**config.mk**
```make
export PLATFORM = sky130hd
export DESIGN_NAME = booth_divider
export DESIGN_NICKNAME = d
export VERILOG_FILES = /design/src/rtl/divider_defs.sv /design/src/rtl/div_datapath.sv /design/src/rtl/booth_divider.sv
export SDC_FILE = /design/constraint.sdc
export NUM_CORES = 1
export LEC_CHECK = 0
export CAP_MARGIN = 10
export CELL_PAD_IN_SITES_DETAIL_PLACEMENT = 1
export CELL_PAD_IN_SITES_GLOBAL_PLACEMENT = 2
export CORE_AREA = 2 2 86 88
export CTS_CLUSTER_SIZE = 28
export DETAILED_ROUTE_END_ITERATION = 10
export DIE_AREA = 0 0 88 90
export GPL_TIMING_DRIVEN = 1
export PLACE_DENSITY_LB_ADDON = 0.1
export SETUP_SLACK_MARGIN = 0.5
export SLEW_MARGIN = 10
export SYNTH_ARGS = -nofsm -noshare
export SYNTH_HDL_FRONTEND = slang
export SYNTH_SLANG_ARGS = --single-unit
export TNS_END_PERCENT = 100
```
**constraint.sdc**
```tcl
create_clock -name clk -period 4.9 [get_ports clk]
set_input_delay 1.225 -clock clk [delete_from_list [all_inputs] [get_ports clk]]
set_output_delay 1.225 -clock clk [all_outputs]
set_load 0.03 [all_outputs]
```
**src/rtl/divider_defs.sv**
```systemverilog
// rtl/divider_defs.sv - shared state encodings and default width for the divider
package divider_defs;

    localparam int DIV_WIDTH = 5;

    typedef enum logic [2:0] {
        IDLE   = 3'd0,
        LOAD_A = 3'd1,
        LOAD_B = 3'd2,
        CHECK  = 3'd3,
        ITER   = 3'd4,
        FIX    = 3'd5,
        OUT_Q  = 3'd6,
        OUT_R  = 3'd7
    } div_state_t;

endpackage

```
**src/rtl/div_datapath.sv**
```systemverilog
// rtl/div_datapath.sv - operand/remainder/quotient registers, restoring step, sign fix-up, result mux
//
// Ports:
//   clk, rst        clock, asynchronous active-low reset
//   load_a, load_b  capture data_in as dividend / divisor
//   check           take signs and magnitudes, evaluate divide-by-zero and overflow
//   shift           one restoring iteration (one quotient bit)
//   fix             apply signs and special cases to the results
//   done, sel       result beat qualifier and select (0 = quotient, 1 = remainder)
//   data_in         operand bus
//   data_out        result bus, 0 when done is low
//   dvz, ovf        flags, gated by done
module div_datapath
    import divider_defs::*;
#(
    parameter int WIDTH = DIV_WIDTH
) (
    input  logic             clk,
    input  logic             rst,
    input  logic             load_a,
    input  logic             load_b,
    input  logic             check,
    input  logic             shift,
    input  logic             fix,
    input  logic             done,
    input  logic             sel,
    input  logic [WIDTH-1:0] data_in,
    output logic [WIDTH-1:0] data_out,
    output logic             dvz,
    output logic             ovf
);

    localparam logic [WIDTH-1:0] MIN_NEG = {1'b1, {(WIDTH-1){1'b0}}};

    logic [WIDTH-1:0] dvd;
    logic [WIDTH-1:0] dvs;
    logic [WIDTH-1:0] dvs_mag;
    logic [WIDTH:0]   rem;
    logic [WIDTH-1:0] q;
    logic             sign_q;
    logic             sign_r;
    logic             dvz_r;
    logic             ovf_r;
    logic [WIDTH-1:0] quo_res;
    logic [WIDTH-1:0] rem_res;

    logic [WIDTH-1:0] dvd_mag_c;
    logic [WIDTH-1:0] dvs_mag_c;
    logic [WIDTH+1:0] rem_sh;
    logic [WIDTH+1:0] diff;
    logic             keep;

    // The most-negative operand negates to itself, which read unsigned is exactly 2^(WIDTH-1).
    assign dvd_mag_c = dvd[WIDTH-1] ? -dvd : dvd;
    assign dvs_mag_c = dvs[WIDTH-1] ? -dvs : dvs;

    // Shift the next dividend bit into the partial remainder and trial-subtract.
    assign rem_sh = {rem, q[WIDTH-1]};
    assign diff   = rem_sh - {2'b00, dvs_mag};
    assign keep   = (rem_sh >= {2'b00, dvs_mag});

    always_ff @(posedge clk or negedge rst) begin
        if (!rst) begin
            dvd     <= '0;
            dvs     <= '0;
            dvs_mag <= '0;
            rem     <= '0;
            q       <= '0;
            sign_q  <= 1'b0;
            sign_r  <= 1'b0;
            dvz_r   <= 1'b0;
            ovf_r   <= 1'b0;
            quo_res <= '0;
            rem_res <= '0;
        end else begin
            if (load_a) begin
                dvd <= data_in;
            end
            if (load_b) begin
                dvs <= data_in;
            end
            if (check) begin
                sign_q  <= dvd[WIDTH-1] ^ dvs[WIDTH-1];
                sign_r  <= dvd[WIDTH-1];
                q       <= dvd_mag_c;
                dvs_mag <= dvs_mag_c;
                rem     <= '0;
                dvz_r   <= (dvs == '0);
                ovf_r   <= (dvd == MIN_NEG) && (dvs == '1);
            end
            if (shift) begin
                // Partial remainder stays below the divisor magnitude, so truncation loses nothing.
                rem <= keep ? (WIDTH+1)'(diff) : (WIDTH+1)'(rem_sh);
                q   <= {q[WIDTH-2:0], keep};
            end
            if (fix) begin
                if (dvz_r) begin
                    quo_res <= '1;
                    rem_res <= dvd;
                end else if (ovf_r) begin
                    quo_res <= MIN_NEG;
                    rem_res <= '0;
                end else begin
                    quo_res <= sign_q ? -q : q;
                    rem_res <= sign_r ? WIDTH'(-rem) : WIDTH'(rem);
                end
            end
        end
    end

    assign data_out = done ? (sel ? rem_res : quo_res) : '0;
    assign dvz      = done & dvz_r;
    assign ovf      = done & ovf_r;

endmodule

```
**src/rtl/booth_divider.sv**
```systemverilog
// rtl/booth_divider.sv - sequential signed restoring divider, serial operand load, two-beat result
//
// Ports:
//   clk       rising-edge clock
//   rst       asynchronous active-low reset
//   start     begin a division (sampled only in IDLE)
//   data_in   dividend in LOAD_A, divisor in LOAD_B
//   data_out  quotient (sel=0) then remainder (sel=1) while done, else 0
//   sel       result beat select
//   done      high in OUT_Q and OUT_R
//   busy      high in every state except IDLE
//   dvz       divide-by-zero flag, valid while done
//   ovf       most-negative / -1 overflow flag, valid while done
module booth_divider
    import divider_defs::*;
#(
    parameter int WIDTH = DIV_WIDTH
) (
    input  logic             clk,
    input  logic             rst,
    input  logic             start,
    input  logic [WIDTH-1:0] data_in,
    output logic [WIDTH-1:0] data_out,
    output logic             sel,
    output logic             done,
    output logic             busy,
    output logic             dvz,
    output logic             ovf
);

    localparam int CW = (WIDTH > 1) ? $clog2(WIDTH) : 1;
    localparam logic [CW-1:0] LAST_ITER = CW'(WIDTH - 1);

    div_state_t    state;
    div_state_t    state_nxt;
    logic [CW-1:0] cnt;
    logic [CW-1:0] cnt_nxt;

    logic load_a;
    logic load_b;
    logic check;
    logic shift;
    logic fix;

    always_ff @(posedge clk or negedge rst) begin
        if (!rst) begin
            state <= IDLE;
            cnt   <= '0;
        end else begin
            state <= state_nxt;
            cnt   <= cnt_nxt;
        end
    end

    always_comb begin
        state_nxt = state;
        cnt_nxt   = cnt;
        load_a    = 1'b0;
        load_b    = 1'b0;
        check     = 1'b0;
        shift     = 1'b0;
        fix       = 1'b0;
        done      = 1'b0;
        sel       = 1'b0;
        busy      = 1'b1;
        case (state)
            IDLE: begin
                busy = 1'b0;
                if (start) begin
                    state_nxt = LOAD_A;
                end
            end
            LOAD_A: begin
                load_a    = 1'b1;
                state_nxt = LOAD_B;
            end
            LOAD_B: begin
                load_b    = 1'b1;
                state_nxt = CHECK;
            end
            CHECK: begin
                check     = 1'b1;
                cnt_nxt   = '0;
                state_nxt = ITER;
            end
            ITER: begin
                shift = 1'b1;
                if (cnt == LAST_ITER) begin
                    cnt_nxt   = '0;
                    state_nxt = FIX;
                end else begin
                    cnt_nxt = cnt + 1'b1;
                end
            end
            FIX: begin
                fix       = 1'b1;
                state_nxt = OUT_Q;
            end
            OUT_Q: begin
                done      = 1'b1;
                state_nxt = OUT_R;
            end
            OUT_R: begin
                done      = 1'b1;
                sel       = 1'b1;
                state_nxt = IDLE;
            end
            default: begin
                state_nxt = IDLE;
            end
        endcase
    end

    div_datapath #(
        .WIDTH (WIDTH)
    ) u_datapath (
        .clk      (clk),
        .rst      (rst),
        .load_a   (load_a),
        .load_b   (load_b),
        .check    (check),
        .shift    (shift),
        .fix      (fix),
        .done     (done),
        .sel      (sel),
        .data_in  (data_in),
        .data_out (data_out),
        .dvz      (dvz),
        .ovf      (ovf)
    );

endmodule

```
==> key figures, run 1 <==
Run status
  • Outcome: finished clean

Power and ir drop
  • Pwr dens: 700.9 mW/mm^2
  • Static leakage: 1.328 nW
  • Worst VDD drop: 0.2567 mV

Worst setup path
  • CP Data Required Time: 3670 ps
  • Worst Setup SP: state[0]
  • CP top delay family: buffers and inverters
  • Max Fanout on Critical Path: 7
  • Worst path max stage delay: 580 ps
  • Startpoint Class: flip-flop
  • Crit path top cell by count: inv_1
  • Crit path buf inv count: 3
  • Critical path, cell by cell: inv_1 -> ha_1 -> o21ai_0 -> inv_1 -> and2_1 -> clkdlybuf4s50_1
  • Setup CP Type: reg2out
  • Critical path endpoint: dvz
  • CP Capture Type: output port
  • Crit Reg-Reg Endpoint: cnt[2]
  • Cell count of the worst reg-to-reg path: 6
  • CP max stage cell: clkdlybuf4s50_1
  • Flop-to-flop setup slack: 2470 ps
  • Worst r2r src: state[0]
  • CP Depth: 6
  • Crit path DAT: 2270 ps

GRT
  • GR Util All Layers: 17.90%
  • Global route overflow: 0
  • GRT busiest layer: met2
  • Met1 usage: 26.13%
  • Routing usage on met3: 2.204%
  • Largest net degree at the start of global routing: 47
  • GR Util met2: 27.59%
  • Number of global-route vias before repair: 2149
  • Global-route wire length before repair: 10.97 mm
  • Initial antenna violation count: 0

Floorplan
  • Die area: 0.007920 sq mm
  • I/O pin count: 18
  • Die H: 90 microns
  • Initial Utilization: 38.41%
  • Cell Rows: 31
  • Die X: 88 microns
  • Core footprint: 0.007020 sq mm

Synth
  • Syn Area/Cell: 9.234 sq um
  • Synth Instances: 292
  • Asr flop ratio synth: 100.0%
  • Yosys reg bits: 46
  • Sequential-to-total area share from yosys stat: 42.69%
  • Main synth FF type: dfrtp_1
  • Net Count, Synth: 318
  • Post-synth EDFFs: 0
  • Dominant cell type by area after synthesis: dfrtp_1
  • Cell Area, Synth: 0.002696 sq mm
  • Top cells by area, synth: dfrtp_1 43%, ha_1 7.9%, nand2_1 7.8%
  • Yosys top cell area share: 42.69%
  • Synth Warn #: 0
  • Count of cell types in the netlist: 40

Place
  • Port Buffers: 17
  • Hpwl dp: 4.671 mm
  • GP Congestion: 0.7268

Clock tree
  • Clock Latency Late Sink: 300 ps
  • Clock-pin slew on the worst setup and hold paths: 90 ps
  • CTS sink count: 46
  • CTS resizes: 0
  • H-tree Lvls: 2
  • Hold Buf Count CTS: 0
  • Clock tree root buffer cell: clkbuf_8
  • TritonCTS clock tree: yes
  • CTS Buffer Depth: 2
  • Post-CTS setup buffers: 0
  • CTS Buf Count: 5

Detailed routing
  • DR DRC count: 0
  • Initial detailed-routing violation count: 102
  • DR WL/cell: 15.52 microns
  • Vias per cell: 4.960
  • Final WL: 6.272 mm
  • Antenna Nets Post-Route: 0
  • Via count: 2004
  • Drt pass-1 iters: 4

STA
  • Slew @ Worst Pin: 999.9 ps
  • Final max-slew violation count: 0
  • Hold Fails Final Rpt: 0
  • RSZ-0062 raised after global routing: false
  • Clk_skew: 4.551 ps
  • Final period util: 71.28%
  • Minimum clock period: 3492 ps
  • Slew headroom: 33.09%
  • Highest Clock Rate: 286.3 MHz
  • Final setup vio count: 0
  • Setup TNS: 0 ps

Min path
  • Hold_sp: u_datapath.quo_res[0]
  • Worst hold-check path type: reg2reg
  • Hold path cells: 2

Finish
  • Commonest non-fill, non-tap cell in the layout: nand2_1
  • Diode count: 0
  • Most frequent cells in the layout: 56 x nand2_1, 46 x dfrtp_1, 34 x o21ai_0, 21 x inv_1, 17 x ha_1
  • Layout cells sized above 1: 7.213%
  • Syn-to-layout area delta: 12.02%
  • Layout Nets: 330
  • Core Util, Final: 43.02%

Flow run
  • MaxCap Viol Count: 0
==> metal layers <==
metal  up-vias  share of wire [%]  wire length, microns
met5         -                  0                     0
met4         0                1.3                    84
met3         7                1.9                   117
met2        21                 44                  2768
met1       957                 53                  3301
li1       1019                  -                     -
==> cell usage after synthesis, drive strengths merged, types with 5 or more instances <==
| cell | count |
|---|---|
| nand2 | 56 |
| ha | 17 |
| o21ai | 35 |
| mux2i | 6 |
| nor2b | 5 |
| xnor2 | 9 |
| nor2 | 9 |
| clkbuf | 8 |
| mux2 | 7 |
| inv | 21 |
| a22oi | 6 |
| o31ai | 7 |
| xor2 | 5 |
| a21oi | 14 |
| buf | 5 |
| dfrtp | 46 |
| and2 | 5 |
==> area by class of cell <==
type / instances / area, sq um
Clock buffer: 6 / 82.58
Sequential cell: 46 / 1151
Timing Repair Buffer: 18 / 172.7
Tap cell: 99 / 123.9
Fill cell: 814 / 4000
Multi-Input combinational cell: 212 / 1399
Inverter: 21 / 78.83
Clock inverter: 2 / 12.51
==> per-stage QoR <==
step           hold slack (ps)  power (mW)  instance area, sq um  worst slack, ps  std cells
2_1_floorplan            449.7       1.602                  2696             2099        292
3_3_place_gp             463.5       1.868                  2925             1755        396
3_5_place_dp             469.8       1.894                  2925             1709        396
4_1_cts                  492.1       2.153                  3020             1363        404
5_1_grt                  518.8       2.345                  3020             1219        404
6_report                 484.9       2.117                  3020             1408        404
==> worst min path at each step <==
stage                             to  slack, ps
2_1_floorplan  u_datapath.quo_res[0]        450
3_3_place_gp   u_datapath.quo_res[0]        460
3_5_place_dp   u_datapath.quo_res[0]        470
4_1_cts        u_datapath.quo_res[0]        490
5_1_grt        u_datapath.quo_res[1]        520
6_report       u_datapath.quo_res[0]        480
==> report_power, final <==
group	switching, mW	total, mW	leakage [nW]	internal [mW]
registers	0.200	0.746	0.584	0.546
logic	0.627	1.12	0.697	0.498
clock network	0.133	0.246	0.0472	0.114
total	0.960	2.12	1.33	1.16
==> flip-flops by register name (all words and copies together) (netlist names) <==
register            count
u_datapath.q            5
u_datapath.ovf_r        1
u_datapath.dvz_r        1
u_datapath.sign_r       1
state                   3
u_datapath.dvd          5
u_datapath.dvs          5
u_datapath.quo_res      5
u_datapath.dvs_mag      5
cnt                     3
u_datapath.rem          6
u_datapath.rem_res      5
u_datapath.sign_q       1
==> cell families after synthesis <==
kind of cell / synth area share, %
AO/OA/AOI/OAI: 17.73
XOR/XNOR: 4.548
adder cells (fa/ha/maj): 8.631
buffers and inverters: 5.430
flip-flops: 42.69
multiplexers: 5.151
AND/OR/NAND/NOR: 15.82
==> worst register-to-register path, stage by stage (launching register included) <==
cell	delay [ps]
dfrtp_1	380
inv_1	80
ha_1	260
and2_1	400
nor2_1	870
o21ai_0	200
o21ai_0	140
Power figures use the tool's default switching activity.
==> inputs of run 2 (changes only) <==
- CORE_AREA: 2 2 86 88 -> 2 2 89 91
- DIE_AREA: 0 0 88 90 -> 0 0 91 93
- clock period: 4.9 -> 3.22 ns (I/O delays scaled with it)
==> run 2 against run 1 <==
  * Power increased by 53%
  * Via count is 3.8% higher
  * Sequential share of layout area down 0.17 points
  * Register-to-register slack worse by 1400 ps
  * Worst setup slack worse by 790 ps
  * Critical endpoint is now busy
  * Sequential cell count unchanged
  * Utilization down 2.7 points
  * Non-clock buffer count rose by 4
  * Cell area up 0.46%
==> key figures, run 2 (synthesis gave the netlist of run 1 again) <==
Power and ir drop
  • Pwr dens: 1070 mW/mm^2 (was 700.9 mW/mm^2)
  • Static leakage: 1.382 nW (was 1.328 nW)
  • Worst VDD drop: 0.3929 mV (was 0.2567 mV)

Finish
  • Cell Count, Final, Fillers Out: 409 (was 404)
  • Syn-to-layout area delta: 12.53% (was 12.02%)
  • Register bank with the most flops: u_datapath.rem (unchanged)
  • Commonest non-fill, non-tap cell in the layout: nand2_1 (unchanged)
  • Layout cells sized above 1: 10.10% (was 7.213%)
  • Core Util, Final: 40.31% (was 43.02%)
  • Most frequent cells in the layout: 56 x nand2_1, 46 x dfrtp_1, 33 x o21ai_0, 21 x inv_1, 15 x ha_1 (was 56 x nand2_1, 46 x dfrtp_1, 34 x o21ai_0, 21 x inv_1, 17 x ha_1)
  • Diode count: 0 (unchanged)
  • Cell area after layout: 0.003034 sq mm (was 0.003020 sq mm)
  • Layout Nets: 334 (was 330)
  • Max FFs per register: 6 (unchanged)

Floorplan
  • Core footprint: 0.007527 sq mm (was 0.007020 sq mm)
  • Die H: 93 microns (was 90 microns)
  • I/O pin count: 18 (unchanged)
  • Die X: 91 microns (was 88 microns)
  • Cell Rows: 32 (was 31)
  • Initial Utilization: 35.82% (was 38.41%)
  • Die area: 0.008463 sq mm (was 0.007920 sq mm)

Place
  • GP Congestion: 0.7306 (was 0.7268)
  • Port Buffers: 17 (unchanged)
  • Placed cell areas: 0.002959 sq mm (was 0.002925 sq mm)
  • Hpwl dp: 5.061 mm (was 4.671 mm)
  • Placed insts: 403 (was 396)

STA
  • Slew headroom: 28.72% (was 33.09%)
  • RSZ-0062 raised after global routing: false (unchanged)
  • Hold Slack: 486.1 ps (was 484.9 ps)
  • Setup TNS: 0 ps (unchanged)
  • Final setup vio count: 0 (unchanged)
  • Final period util: 80.95%
  • Final max-slew violation count: 0 (unchanged)
  • Slew @ Worst Pin: 1065 ps (was 999.9 ps)
  • Clk_skew: 3.968 ps (was 4.551 ps)
  • Hold Fails Final Rpt: 0 (unchanged)
  • Highest Clock Rate: 383.7 MHz
  • Minimum clock period: 2606 ps

Clock tree
  • CTS sink count: 46 (unchanged)
  • Post-CTS setup buffers: 0 (unchanged)
  • H-tree Lvls: 2 (unchanged)
  • CTS Buf Count: 5 (unchanged)
  • Clock tree root buffer cell: clkbuf_8 (unchanged)
  • Clock-pin slew on the worst setup and hold paths: 90 ps (about the same)
  • Clock Latency Late Sink: 290 ps (was 300 ps)
  • CTS Buffer Depth: 2 (unchanged)
  • TritonCTS clock tree: yes (unchanged)

Detailed routing
  • Final WL: 6.703 mm (was 6.272 mm)
  • DR WL/cell: 16.39 microns (was 15.52 microns)
  • Antenna Nets Post-Route: 0 (unchanged)
  • Drt pass-1 iters: 4 (unchanged)
  • DR DRC count: 0 (unchanged)
  • Vias per cell: 5.088 (was 4.960)
  • Initial detailed-routing violation count: 54 (was 102)
  • Via count: 2081 (was 2004)

Worst setup path
  • Startpoint Class: flip-flop (unchanged)
  • Crit path DAT: 1800 ps (was 2270 ps)
  • Setup CP Type: reg2out (unchanged)
  • CP Capture Type: output port (unchanged)
  • CP top delay family: buffers and inverters (unchanged)
  • CP max stage cell: clkdlybuf4s50_1 (unchanged)
  • Critical path, cell by cell: inv_1 -> ha_1 -> nand2b_1 -> clkdlybuf4s50_1 (was inv_1 -> ha_1 -> o21ai_0 -> inv_1 -> and2_1 -> clkdlybuf4s50_1)
  • Worst path max stage delay: 660 ps (was 580 ps)
  • Crit path buf inv count: 2 (was 3)
  • Max Fanout on Critical Path: 5 (was 7)
  • CP Data Required Time: 2410 ps (was 3670 ps)

GRT
  • GR Util All Layers: 17.03% (was 17.90%)
  • Number of global-route vias before repair: 2205 (was 2149)
  • Global-route wire length before repair: 11.25 mm (was 10.97 mm)
  • Largest net degree at the start of global routing: 33 (was 47)
  • Initial antenna violation count: 0 (unchanged)
  • Global route overflow: 0 (unchanged)

Flow run
  • MaxCap Viol Count: 0 (unchanged)

Run status
  • Outcome: finished clean (unchanged)

Min path
  • Worst hold-check path type: reg2reg (unchanged)
==> run 2: cell type report <==
type	count	area (sq um)
inverters	21	78.83
multi-input cells	212	1408
clock buffers	6	82.58
fillers	926	4493
flip-flops and latches	46	1151
repair buffers	22	186.4
well taps	102	127.6
==> run 2: worst reg2reg max path: stages (launching register included) <==
cell and delay, ps:
dfrtp_1 390, inv_1 90, ha_1 270, and2_1 190, nor2_1 810, o21ai_0 190
o21ai_0 120
==> run 2: routing by layer <==
layer,GRT usage (%),share of wire (%),up-vias,routed length [microns]
li1,-,-,1023,-
met1,23.75,51,1023,3439
met2,28.15,45,31,3041
met3,2.820,2.5,4,170
met4,3.409,0.76,0,51
met5,0,0,-,0
==> run 2: stage by stage <==
| step | total power, mW | setup WS [ps] |
|---|---|---|
| after floorplan | 2.438 | 838.6 |
| after global placement | 2.884 | 501.1 |
| after detailed placement | 2.927 | 411.8 |
| after CTS | 3.298 | 271.0 |
| after global routing | 3.572 | 506.9 |
| final | 3.248 | 613.5 |
==> run 2: worst paths after layout <==
check | from | to | slack (ps) | cells after the start
max in group asynchronous | rst | u_datapath.dvs[1] | 2020 | 2
setup reg to reg | state[0] | cnt[2] | 1070 | 6
hold / removal | u_datapath.dvs_mag[2] | u_datapath.dvs_mag[2] | 490 | 2
setup / recovery | state[0] | busy | 610 | 4
hold reg to reg | u_datapath.dvs_mag[2] | u_datapath.dvs_mag[2] | 490 | 2
min in group asynchronous | rst | u_datapath.rem[4] | 570 | 1
==> run 2: report_power, final <==
part / internal [mW] / switching [mW]
Sequential: 0.831 / 0.277
Clock: 0.166 / 0.194
Combinational: 0.766 / 1.01
Total: 1.76 / 1.48
==> run 2: timing repair <==
item                                    in CTS  in global routing
hold buffers                                 0                  0
pin swaps                                    0                  0
hold endpoints to repair                     0                  0
endpoints found under the setup margin       9                  6
resized for setup                           13                  8
==> inputs of run 3 (changes only) <==
- clock period: 3.22 -> 2.4 ns (I/O delays scaled with it)
==> run 3 against run 2 <==
  * Count of clock-buffer cells in the layout shrank 1
  * Hold slack lost 270 ps
  * Global-route usage grew 0.81 points
  * Register-to-register slack lost 460 ps
  * Non-clock buffer count grew 18
  * Via count grew 3.8%
  * Utilization grew 4.4 points
  * Highest routed layer unchanged
  * Cell count grew 4.9%
==> key figures, run 3 (synthesis gave the netlist of run 1 again) <==
Floorplan
  • Cell Rows: 32 (unchanged)
  • I/O pin count: 18 (unchanged)
  • Initial Utilization: 35.82% (unchanged)
  • Die H: 93 microns (unchanged)
  • Core footprint: 0.007527 sq mm (unchanged)
  • Die X: 91 microns (unchanged)
  • Die area: 0.008463 sq mm (unchanged)

Place
  • Hpwl dp: 5.269 mm (was 5.061 mm)
  • Pre-CTS WS: 141.3 ps (was 411.8 ps)
  • Port Buffers: 17 (unchanged)
  • Placed cell areas: 0.003073 sq mm (was 0.002959 sq mm)
  • GP Congestion: 0.7607 (was 0.7306)

Power and ir drop
  • Switching Power: 2.157 mW (was 1.485 mW)
  • Sequential share of power: 30.9% (was 34.1%)
  • Comb power frac: 57.3% (was 54.8%)
  • Worst VDD drop: 0.4823 mV (was 0.3929 mV)
  • Int Power: 2.756 mW (was 1.763 mW)
  • Pwr dens: 1460 mW/mm^2 (was 1070 mW/mm^2)
  • Static leakage: 1.476 nW (was 1.382 nW)
  • Sw Ratio: 43.91% (was 45.71%)
  • Design Power: 4.912 mW (was 3.248 mW)
  • Clk pwr share: 11.8% (was 11.1%)

STA
  • Clk_skew: 3.724 ps (was 3.968 ps)
  • Final period util: 90.18%
  • Hold Fails Final Rpt: 0 (unchanged)
  • Highest Clock Rate: 462.0 MHz
  • RSZ-0062 raised after global routing: true (was false)
  • Final max-slew violation count: 0 (unchanged)
  • Final setup vio count: 0 (unchanged)
  • Post-route setup slack: 235.7 ps (was 613.5 ps)
  • Slew headroom: 58.68% (was 28.72%)
  • Minimum clock period: 2164 ps
  • Slew @ Worst Pin: 619.9 ps (was 1065 ps)
  • Setup TNS: 0 ps (unchanged)

Detailed routing
  • Drt pass-1 iters: 4 (unchanged)
  • DR DRC count: 0 (unchanged)
  • Final WL: 7.014 mm (was 6.703 mm)
  • DR WL/cell: 16.35 microns (was 16.39 microns)
  • Initial detailed-routing violation count: 70 (was 54)
  • Via count: 2160 (was 2081)
  • Vias per cell: 5.035 (was 5.088)
  • Antenna Nets Post-Route: 0 (unchanged)

Finish
  • Commonest non-fill, non-tap cell in the layout: nand2_1 (unchanged)
  • Layout Nets: 352 (was 334)
  • Layout cells sized above 1: 24.16% (was 10.10%)
  • Register bank with the most flops: u_datapath.rem (unchanged)
  • Multi-input logic area: 0.001520 sq mm (was 0.001408 sq mm)
  • Diode count: 0 (unchanged)
  • Syn-to-layout area delta: 24.78% (was 12.53%)
  • Cell area after layout: 0.003364 sq mm (was 0.003034 sq mm)
  • Max FFs per register: 6 (unchanged)
  • Most frequent cells in the layout: 54 x nand2_1, 42 x dfrtp_1, 30 x o21ai_0, 20 x buf_4, 14 x inv_1 (was 56 x nand2_1, 46 x dfrtp_1, 33 x o21ai_0, 21 x inv_1, 15 x ha_1)
  • Fill cells: 912 (was 926)
  • Register area: 0.001156 sq mm (was 0.001151 sq mm)

GRT
  • GR Util All Layers: 17.84% (was 17.03%)
  • Number of global-route vias before repair: 2241 (was 2205)
  • Global-route wire length before repair: 11.87 mm (was 11.25 mm)
  • Initial antenna violation count: 0 (unchanged)
  • Largest net degree at the start of global routing: 31 (was 33)
  • Global route overflow: 0 (unchanged)

Clock tree
  • Hold Buf Count CTS: 0 (unchanged)
  • CTS Buffer Depth: 2 (unchanged)
  • TritonCTS clock tree: yes (unchanged)
  • Clock Latency Late Sink: 300 ps (was 290 ps)
  • Clock-pin slew on the worst setup and hold paths: 90 ps (about the same)
  • Clock tree root buffer cell: clkbuf_8 (unchanged)
  • CTS Buf Count: 5 (unchanged)
  • CTS sink count: 46 (unchanged)
  • H-tree Lvls: 2 (unchanged)

Worst setup path
  • Crit path DAT: 1560 ps (was 1800 ps)
  • Startpoint Class: flip-flop (unchanged)
  • Setup CP Type: reg2out (unchanged)
  • Max Fanout on Critical Path: 5 (unchanged)
  • CP Data Required Time: 1800 ps (was 2410 ps)
  • CP Capture Type: output port (unchanged)

Flow run
  • MaxCap Viol Count: 0 (unchanged)

Run status
  • Outcome: finished clean (unchanged)

Min path
  • Worst hold-check path type: in2async (was reg2reg)
## run 3: changes by cell type in the layout (fill, tap and decap cells not counted), sizes merged
cell / before / now
buf: 6 / 33
clkbuf: 9 / 5
dlygate4sd2: 4 / 0
clkinv: 0 / 2
bufinv: 0 / 1
clkdlybuf4s50: 7 / 6
dlymetal6s2s: 1 / 0
## run 3: metal layers
layer	global-route usage (%)	up-vias	wire, microns
met5	0	-	0
met4	4.167	0	65
met3	2.820	6	131
met2	29.57	19	3302
met1	24.67	1075	3515
li1	-	1060	-
## run 3: power groups by stage
stage | clock network, mW | registers, mW | logic (mW)
floorplan | 0 | 1.36 | 1.98
global placement | 0 | 1.49 | 2.57
detailed placement | 0 | 1.51 | 2.61
CTS | 0.604 | 1.51 | 2.75
global route | 0.637 | 1.58 | 3.19
finish | 0.581 | 1.52 | 2.81
## run 3: worst paths after layout
kind                                            start                    end  slack, ps  depth (start not counted)
worst max-delay path                         state[0]            data_out[3]        240                          7
worst min-delay path                              rst      u_datapath.rem[5]        220                          1
worst max register to register      u_datapath.rem[3]        u_datapath.q[0]        610                          5
worst min register to register  u_datapath.quo_res[0]  u_datapath.quo_res[0]        490                          2
max in group asynchronous                         rst      u_datapath.rem[0]       1660                          2
min in group clk                u_datapath.quo_res[0]  u_datapath.quo_res[0]        490                          2
## run 3: critical path, cell delays in order (launching register included)
cell	delay, ps
dfrtp_1	430
inv_2	110
ha_4	160
buf_6	120
nand2_2	50
o21ai_1	110
and2_1	150
buf_6	130
## run 3: final cells by class
cell class / count / area share [%]
inverters: 21 / 2.417
well taps: 102 / 3.793
multi-input cells: 212 / 45.18
repair buffers: 40 / 11.01
clock inverters: 3 / 1.190
clock buffers: 5 / 2.045
flip-flops and latches: 46 / 34.36
## run 3: repair_timing
action | in CTS | in global routing
pin swaps | 6 | 8
setup endpoints to repair | 15 | 21
resized for setup | 47 | 16
hold endpoints to repair | 0 | 0
setup buffers | 3 | 5
## run 3: metrics by stage
stage               utilization, %  hold slack (ps)  std cells
finish                       44.70            217.5        429
global route                 44.70            238.6        429
CTS                          43.55            228.9        424
detailed placement           40.82            475.2        413
global placement             40.82            462.5        413
floorplan                        -            304.4        292
